===== src/rtl/spi_pkg.sv =====
// Shared SPI target definitions: mode encodings, FSM states, default frame width.
package spi_pkg;

    localparam int DEFAULT_DATA_W = 8;

    // {cpol, cpha}
    localparam logic [1:0] SPI_MODE0 = 2'b00;
    localparam logic [1:0] SPI_MODE1 = 2'b01;
    localparam logic [1:0] SPI_MODE2 = 2'b10;
    localparam logic [1:0] SPI_MODE3 = 2'b11;

    typedef enum logic [2:0] {
        IDLE,
        LOAD,
        SHIFT,
        DONE,
        ABORT
    } spi_state_t;

endpackage


===== src/rtl/spi_sync_edge.sv =====
// Synchronizes sclk/cs/mosi onto prescale_clk and flags sclk leading/trailing edges against cpol.
// Latency: every output lags its pin by SYNC_STAGES+1 cycles, so cs, mosi and edges stay aligned.
// Backpressure: none; free-running sampler.
module spi_sync_edge #(
    parameter int SYNC_STAGES = 2
) (
    input  logic prescale_clk,
    input  logic rst,
    input  logic cpol,
    input  logic sclk,
    input  logic cs,
    input  logic mosi,
    output logic sclk_lead,
    output logic sclk_trail,
    output logic cs_sync,
    output logic mosi_sync
);

    logic [SYNC_STAGES-1:0] sclk_ff;
    logic [SYNC_STAGES-1:0] cs_ff;
    logic [SYNC_STAGES-1:0] mosi_ff;
    logic                   sclk_prev;

    always_ff @(posedge prescale_clk) begin
        if (rst) begin
            sclk_ff    <= {SYNC_STAGES{cpol}};
            cs_ff      <= '1;
            mosi_ff    <= '0;
            sclk_prev  <= cpol;
            sclk_lead  <= 1'b0;
            sclk_trail <= 1'b0;
            cs_sync    <= 1'b1;
            mosi_sync  <= 1'b0;
        end else begin
            sclk_ff    <= {sclk_ff[SYNC_STAGES-2:0], sclk};
            cs_ff      <= {cs_ff[SYNC_STAGES-2:0], cs};
            mosi_ff    <= {mosi_ff[SYNC_STAGES-2:0], mosi};
            sclk_prev  <= sclk_ff[SYNC_STAGES-1];
            sclk_lead  <= (sclk_prev == cpol) && (sclk_ff[SYNC_STAGES-1] != cpol);
            sclk_trail <= (sclk_prev != cpol) && (sclk_ff[SYNC_STAGES-1] == cpol);
            // cs and mosi get one extra flop to line up with the registered edge strobes
            cs_sync    <= cs_ff[SYNC_STAGES-1];
            mosi_sync  <= mosi_ff[SYNC_STAGES-1];
        end
    end

endmodule


===== src/rtl/spi_slave_ctrl.sv =====
// SPI target engine, all cpol/cpha modes, DATA_W-bit frames; SPI_SLAVE_LSB_FIRST_EN selects LSB-first shifting.
// Latency: pin edge seen after SYNC_STAGES+1 cycles; rx_valid rises 2 cycles after the last sample is detected.
// Backpressure: none toward the master; unread rx is overwritten (rx_overrun), empty tx buffer retransmits.
module spi_slave_ctrl
    import spi_pkg::*;
#(
    parameter int DATA_W      = DEFAULT_DATA_W,
    parameter int SYNC_STAGES = 2
) (
    input  logic              prescale_clk,
    input  logic              rst,
    input  logic              cpol,
    input  logic              cpha,
    input  logic              sclk,
    input  logic              cs,
    input  logic              mosi,
    output logic              miso,
    output logic              miso_oe,
    input  logic [DATA_W-1:0] tx_data,
    input  logic              tx_load,
    output logic              tx_ready,
    output logic [DATA_W-1:0] rx_data,
    output logic              rx_valid,
    input  logic              rx_ack,
    output logic              rx_overrun,
    output logic              frame_err,
    output logic              busy
);

    localparam int CNT_W = $clog2(DATA_W);

    logic              sclk_lead;
    logic              sclk_trail;
    logic              cs_sync;
    logic              mosi_sync;
    logic              sample_edge;
    logic              shift_edge;
    spi_state_t        state;
    logic [DATA_W-1:0] tx_buf;
    logic [DATA_W-1:0] tx_sh;
    logic [DATA_W-1:0] rx_sh;
    logic [DATA_W-1:0] rx_next;
    logic [CNT_W-1:0]  bit_cnt;

    spi_sync_edge #(.SYNC_STAGES(SYNC_STAGES)) u_sync (
        .prescale_clk (prescale_clk),
        .rst          (rst),
        .cpol         (cpol),
        .sclk         (sclk),
        .cs           (cs),
        .mosi         (mosi),
        .sclk_lead    (sclk_lead),
        .sclk_trail   (sclk_trail),
        .cs_sync      (cs_sync),
        .mosi_sync    (mosi_sync)
    );

    assign sample_edge = cpha ? sclk_trail : sclk_lead;
    assign shift_edge  = cpha ? sclk_lead  : sclk_trail;

`ifdef SPI_SLAVE_LSB_FIRST_EN
    function automatic logic head_bit(input logic [DATA_W-1:0] v);
        return v[0];
    endfunction
    function automatic logic [DATA_W-1:0] pop_bit(input logic [DATA_W-1:0] v);
        return {1'b0, v[DATA_W-1:1]};
    endfunction
    assign rx_next = {mosi_sync, rx_sh[DATA_W-1:1]};
`else
    function automatic logic head_bit(input logic [DATA_W-1:0] v);
        return v[DATA_W-1];
    endfunction
    function automatic logic [DATA_W-1:0] pop_bit(input logic [DATA_W-1:0] v);
        return {v[DATA_W-2:0], 1'b0};
    endfunction
    assign rx_next = {rx_sh[DATA_W-2:0], mosi_sync};
`endif

    always_ff @(posedge prescale_clk) begin
        if (rst) begin
            state      <= IDLE;
            miso       <= 1'b0;
            miso_oe    <= 1'b0;
            tx_ready   <= 1'b1;
            tx_buf     <= '0;
            tx_sh      <= '0;
            rx_sh      <= '0;
            rx_data    <= '0;
            rx_valid   <= 1'b0;
            rx_overrun <= 1'b0;
            frame_err  <= 1'b0;
            busy       <= 1'b0;
            bit_cnt    <= '0;
        end else begin
            frame_err <= 1'b0;
            if (rx_ack) rx_valid <= 1'b0;

            case (state)
                IDLE: begin
                    miso_oe <= 1'b0;
                    busy    <= 1'b0;
                    miso    <= 1'b0;
                    if (!cs_sync) state <= LOAD;
                end
                LOAD: begin
                    tx_ready <= 1'b1;
                    miso_oe  <= 1'b1;
                    busy     <= 1'b1;
                    bit_cnt  <= '0;
                    if (!cpha) begin
                        miso  <= head_bit(tx_buf);
                        tx_sh <= pop_bit(tx_buf);
                    end else begin
                        tx_sh <= tx_buf;
                    end
                    state <= SHIFT;
                end
                SHIFT: begin
                    // Deselect before any sample is a clean end after a back-to-back reload, not a torn frame
                    if (cs_sync) begin
                        if (bit_cnt == '0) begin
                            miso_oe <= 1'b0;
                            busy    <= 1'b0;
                            state   <= IDLE;
                        end else begin
                            state <= ABORT;
                        end
                    end else begin
                        if (shift_edge && (cpha || bit_cnt != '0)) begin
                            miso  <= head_bit(tx_sh);
                            tx_sh <= pop_bit(tx_sh);
                        end
                        if (sample_edge) begin
                            rx_sh   <= rx_next;
                            bit_cnt <= bit_cnt + 1'b1;
                            if (bit_cnt == CNT_W'(DATA_W - 1)) state <= DONE;
                        end
                    end
                end
                DONE: begin
                    rx_data  <= rx_sh;
                    rx_valid <= 1'b1;
                    if (rx_valid && !rx_ack) rx_overrun <= 1'b1;
                    if (cs_sync) begin
                        miso_oe <= 1'b0;
                        busy    <= 1'b0;
                        state   <= IDLE;
                    end else begin
                        state <= LOAD;
                    end
                end
                ABORT: begin
                    frame_err <= 1'b1;
                    miso_oe   <= 1'b0;
                    busy      <= 1'b0;
                    state     <= IDLE;
                end
                default: state <= IDLE;
            endcase

            if (tx_load && tx_ready) begin
                tx_buf   <= tx_data;
                tx_ready <= 1'b0;
            end
        end
    end

endmodule


===== config.mk =====
export PLATFORM = sky130hd
export DESIGN_NAME = spi_slave_ctrl
export DESIGN_NICKNAME = d
export VERILOG_FILES = /design/src/rtl/spi_pkg.sv /design/src/rtl/spi_sync_edge.sv /design/src/rtl/spi_slave_ctrl.sv
export SDC_FILE = /design/constraint.sdc
export NUM_CORES = 1
export LEC_CHECK = 0
export CELL_PAD_IN_SITES_DETAIL_PLACEMENT = 1
export CELL_PAD_IN_SITES_GLOBAL_PLACEMENT = 1
export CORE_AREA = 2 2 78 80
export CTS_BUF_LIST = sky130_fd_sc_hd__clkbuf_4
export DETAILED_ROUTE_END_ITERATION = 16
export DIE_AREA = 0 0 80 82
export GPL_TIMING_DRIVEN = 0
export PLACE_DENSITY = 0.76
export SYNTH_ARGS = -nofsm -noshare
export SYNTH_HDL_FRONTEND = slang
export SYNTH_SLANG_ARGS = --single-unit

===== constraint.sdc =====
create_clock -name prescale_clk -period 2.4 [get_ports prescale_clk]
set_input_delay 0.48 -clock prescale_clk [delete_from_list [all_inputs] [get_ports prescale_clk]]
set_output_delay 0.48 -clock prescale_clk [all_outputs]
set_load 0.005 [all_outputs]

Yosys cells after proc, flatten, opt, wreduce, memory -nomap -nowiden
Cells that the tools add are included.
{ "classes": {"add_sub_neg": 1, "n_eq_ne": 19, "n_mux": 31, "n_bitwise": 1, "reduce_logical": 23} }
{ "op_table": {"columns": ["cell", "n"], "rows": [
  ["$mux W8", 3],
  ["$mux W3", 7],
  ["$pmux W8 S2", 1],
  ["$mux W1", 15],
  ["$ne A2 B2 Y1 const B", 6],
  ["$pmux W3 S4", 1],
  ["$reduce_and A3 Y1", 4],
  ["$reduce_and A4 Y1", 2],
  ["$eq A3 B2 Y1 const B", 2],
  ["$eq A3 B3 Y1 const B", 2],
  ["$logic_not A3 Y1", 2],
  ["$ne A3 B2 Y1 const B", 2],
  ["$pmux W3 S2", 1],
  ["$reduce_bool A2 Y1", 3],
  ["$reduce_bool A3 Y1", 2],
  ["$logic_and A1 B1 Y1", 5],
  ["$ne A2 B1 Y1 const B", 2],
  ["$pmux W1 S4", 1],
  ["$reduce_bool A4 Y1", 1],
  ["$add A3 B1 Y3 const B", 1],
  ["$eq A3 B1 Y1 const B", 1],
  ["$pmux W1 S3", 1],
  ["$eq A1 B1 Y1", 2],
  ["$mux W2", 1],
  ["other kinds (6)", 7]
]} }
{ "word_totals": {"register_bits": 55, "input_bits": 17, "output_inout_bits": 15, "word_cells": 95} }

Depth between registers and ports, before layout
{ "logic_depth": {"ltp_word": 6, "depth_mapped": 7, "mapped_depth_nobuf": 6} }

Cells and area by module
A second synthesis with hierarchy kept.
{ "hier_totals": {"hier_cells": 255, "hier_area_um2": 2264.7} }
{ "modules_own_cells": {"columns": ["module", "instances", "cells_each", "area_each_um2", "seq_area_each_um2"], "rows": [
  ["spi_slave_ctrl", 1, 224, 1921.8, 880.8],
  ["spi_sync_edge", 1, 31, 342.8, 220.2]
]} }

Worst setup path after synthesis
OpenSTA, ideal clock, no wires.
{ "synth_timing": {"path_type": "register to register", "start": "register u_sync.cs_sync", "end": "register bit_cnt[2]", "setup_ps": 70, "t_arrival_ps": 1600, "t_required_ps": 2330, "path_slack_ps": 730, "stages_incl_launch_ff": 6, "path_buffers": 1, "synth_period_minus_slack_ps": 1670, "cell_sequence": "dfxtp_1 -> buf_2 -> or3b_1 -> o21a_1 -> or4b_1 -> a21oi_1"} }
{ "synth_via": {"elab_chain_len": 2} }
{ "synth_lines": {"columns": ["item", "line", "rtl"], "rows": [
  ["start: declaration", "spi_sync_edge.sv:15", "output logic cs_sync,"],
  ["start signal: assignment", "spi_sync_edge.sv:42", "cs_sync <= cs_ff[SYNC_STAGES-1];"],
  ["$ne A2 B2 Y1 (no source line)", null, null],
  ["$reduce_and A3 Y1 (no source line)", null, null],
  ["end signal: assignment", "spi_slave_ctrl.sv:135", "bit_cnt <= bit_cnt + 1'b1;"],
  ["end: declaration", "spi_slave_ctrl.sv:43", "logic [CNT_W-1:0] bit_cnt;"]
]} }
No other way between the ends.
A chain may end at the register's enable or synchronous reset.

Final worst setup path
{ "layout_timing": {"start": "input port cpha", "end": "register rx_sh[1]"} }
{ "layout_via": {"elab_chain_len": 2} }
{ "layout_lines": {"columns": ["item", "line", "rtl"], "rows": [
  ["start: declaration", "spi_slave_ctrl.sv:13", "input logic cpha,"],
  ["$mux W1", "spi_slave_ctrl.sv:58", "assign sample_edge = cpha ? sclk_trail : sclk_lead;"],
  ["$reduce_and A3 Y1 (no source line)", null, null],
  ["end signal: assignment", "spi_slave_ctrl.sv:134", "rx_sh <= rx_next;"],
  ["end: declaration", "spi_slave_ctrl.sv:41", "logic [DATA_W-1:0] rx_sh;"]
]} }
No other way between the ends.

==> flow_summary_export.csv <==
group,metric,value,unit
clock_tree,clk-insertion-delay-late,390,ps
worst_setup_path,crit_buf_inv,2,
logic_synthesis,syn_area_per_cell,8.72,um^2
sta,fmax,509,MHz
global_routing,grt_usage,0.184,
pwr,pwr-share-clk,0.369,
worst_setup_path,r2r_cells,7,
finish,finalNonFillerCells,376,
clock_tree,post-cts-setup-buffer-count,0,
sta,slew-limit-headroom,0.578,
clock_tree,htreeDepth,2,
worst_setup_path,slowest_stage,"clkdlybuf4s50_1",
drt,viasPerCell,5.12,
clock_tree,cts-root-buf,"clkbuf_4",
pwr,p_sw_frac,0.225,
logic_synthesis,synth.top_cell.area_share,0.479,
sta,slew_violations,0,
logic_synthesis,seq_area_frac_synth,0.479,
die,pin_count,32,
drt,drt-initial-drc-count,74,
placement,place_inst,368,
hold_path,hold_depth,1,
die,die-area,6560,um^2
run,maxCapViolations,0,
sta,skew,23.4,ps
logic_synthesis,synthTopCellsByArea,"dfxtp_1 48%, a21oi_1 7.0%, mux2i_1 7.0%, nand2_1 6.4%, nand3_1 4.1%",
die,die_w,80,um
finish,fillers,688,
logic_synthesis,synth.net_count,284,
die,core,5750,um^2
finish,syn2layout_area_growth,21.3,%
sta,min_period,1960,ps
finish,layout.cells.most_common,"dfxtp_1",
sta,worst_hold_slack,422,ps
logic_synthesis,synth_area,2300,um^2
hold_path,worstHoldEndpoint,"u_sync.cs_sync",
worst_setup_path,crit_fanout,9,
drt,wl_met1,2.52,mm
drt,vias,1926,
finish,nets,320,
worst_setup_path,cpPeakStageDelay,540,ps
global_routing,overflow,0,
clock_tree,numCtsBuffers,5,
drt,drc,0,
global_routing,grt_max_degree,18,
global_routing,grt_pass1_vias,1995,
logic_synthesis,ys.flop_type,"dfxtp_1",
logic_synthesis,synth-seq-cells,55,
worst_setup_path,rr_startpoint,"state[0]",
die,core.rowCount,28,
pwr,p_leak,1.04,nW
pwr,power-per-cell-area,610,nW/um^2
logic_synthesis,synth_edf_count,0,
sta,fin_crit_sh,0.818,
drt,wl_met3,133,um
sta,finalSetupViolations,0,
pwr,p_sw,0.383,mW
drt,routed_wl,5.47,mm
clock_tree,cts_tree,"done",
sta,fin_tns_setup,0,ps
worst_setup_path,ff2ff_setup_slack,550,ps
drt,dr.pass1.iters,5,
drt,ant_nets,0,
clock_tree,cts.path.max_buffers,2,
run_status,status,"finished clean",
finish,seqCellArea,1100,um^2
drt,top_layer_used,"met4",
drt,wl_met2,2.76,mm
global_routing,grt_first_pass_wirelength,9.35,mm
pwr,power_frac_comb,0.073,
sta,hold_viol_final,0,
clock_tree,cts_sinks,55,
pwr,ir_drop,0.000408,V
clock_tree,ctsHoldBuffers,0,
clock_tree,path_clk_slew,160,ps
global_routing,antenna_found_initial,0,
worst_setup_path,r2r_end,"bit_cnt[1]",
finish,drive_gt1_frac,0.0698,
worst_setup_path,arrival,2290,ps
clock_tree,cts-resized-gates,0,
logic_synthesis,yosysWarnings,0,
hold_path,min-delay-start,"u_sync.cs_ff[1]",
placement,place.gp.congestion,0.739,
worst_setup_path,critPathKind,"in2reg",
worst_setup_path,cp-start-kind,"input port",
logic_synthesis,synth_top_area_cell,"dfxtp_1",
finish,multiInputGateArea,1080,um^2
finish,diodes,0,
placement,hpwl,3.92,mm
finish,final_cell_mix,"55 x dfxtp_1, 39 x nand2_1, 32 x a21oi_1",
logic_synthesis,synth_cell_types,34,
drt,routedWlPerCell,14.5,um
pwr,seqPwrFrac,0.558,
worst_setup_path,path_delay_family,"buffers and inverters",
die,initial_core_util,0.400,
pwr,power,1.70,mW
sta,tightest_slew,633,ps
hold_path,holdCritPathClass,"reg2reg",
logic_synthesis,synthArstFlopShare,0,
logic_synthesis,synth_cells,264,
worst_setup_path,cp.required,2720,ps
pwr,p_int,1.32,mW
worst_setup_path,end_kind,"flop",
placement,port_buffers,29,
die,fp.dieH,82,um
sta,grt_setup_unrepaired,"false",
worst_setup_path,crit_chain,"clkdlybuf4s50_1 > mux2i_1 > or3_1 > clkbuf_1 > nand2_1 > a21oi_1",
-- per-stage QoR --
step | setup slack, ps | area (um^2) | util
floorplan | 730 | 2300 | -
global placement | 45.0 | 2690 | 0.467
detailed placement | 9.80 | 2690 | 0.467
CTS | 423 | 2790 | 0.486
global route | 247 | 2790 | 0.486
finish | 436 | 2790 | 0.486
-- cell usage after synthesis (all sizes together) (6+ instances only) --
master   n
mux2i   16
nand2b  13
nor2    13
dfxtp   55
nor2b    7
nand2   39
inv      6
o21ai    7
clkbuf  10
buf     10
nand3   19
a211o    7
a21oi   33
-- layer usage --
layer	vias up	global-route usage
met5	-	0
met4	0	0.0475
met3	6	0.0473
met2	25	0.324
met1	921	0.225
li1	974	-
-- final cells by class --
cell class,count,area share
well taps,75,0.0336
repair buffers,29,0.104
flip-flops and latches,55,0.395
clock inverters,3,0.0242
multi-input cells,183,0.387
inverters,6,0.00807
plain buffers,20,0.0354
clock buffers,5,0.0135
-- worst reg2reg max path, cell delays in order (launching register included) --
cell     delay, ps
dfxtp_1        340
buf_6          130
or3b_1         360
buf_2          200
buf_2          230
nor3_4         310
nand2_1         90
a21oi_1        130
-- worst max-delay path by stage --
stage,to,slack [ps],startpoint,cells past startpoint
3_5_place_dp,rx_sh[1],10,cpha,6
5_1_grt,rx_sh[5],250,cpha,6
6_report,rx_sh[1],440,cpha,6
4_1_cts,rx_sh[1],420,cpha,6
2_1_floorplan,bit_cnt[2],730,u_sync.cs_sync,5
3_3_place_gp,rx_sh[3],40,cpha,6
-- power by group through the flow --
| stage | Combinational (mW) | Clock [mW] | Sequential [mW] |
|---|---|---|---|
| floorplan | 0.0746 | 0 | 0.964 |
| global placement | 0.122 | 0 | 0.967 |
| detailed placement | 0.126 | 0 | 0.968 |
| CTS | 0.126 | 0.644 | 0.949 |
| global route | 0.140 | 0.678 | 0.952 |
| finish | 0.124 | 0.628 | 0.949 |
-- flip-flops by register name (all words and copies together) (netlist names) --
register,count
tx_buf,8
bit_cnt,3
u_sync.sclk_prev,1
state,3
frame_err,1
rx_overrun,1
rx_valid,1
busy,1
miso,1
u_sync.cs_sync,1
u_sync.sclk_trail,1
rx_sh,8
tx_sh,8
u_sync.cs_ff,2
tx_ready,1
u_sync.sclk_ff,2
u_sync.mosi_ff,2
u_sync.mosi_sync,1
u_sync.sclk_lead,1
rx_data,8
-- logic make-up (layout without fill, tap and decap cells) --
| family | Yosys count | count (layout) | synth area share |
|---|---|---|---|
| buffers and inverters | 26 | 63 | 0.0527 |
| flip-flops | 55 | 55 | 0.479 |
| AND/OR/NAND/NOR | 108 | 108 | 0.238 |
| multiplexers | 17 | 17 | 0.0745 |
| AO/OA/AOI/OAI | 55 | 55 | 0.140 |
| adder cells (fa/ha/maj) | 3 | 3 | 0.0163 |
(Power assumes the default switching activity.)
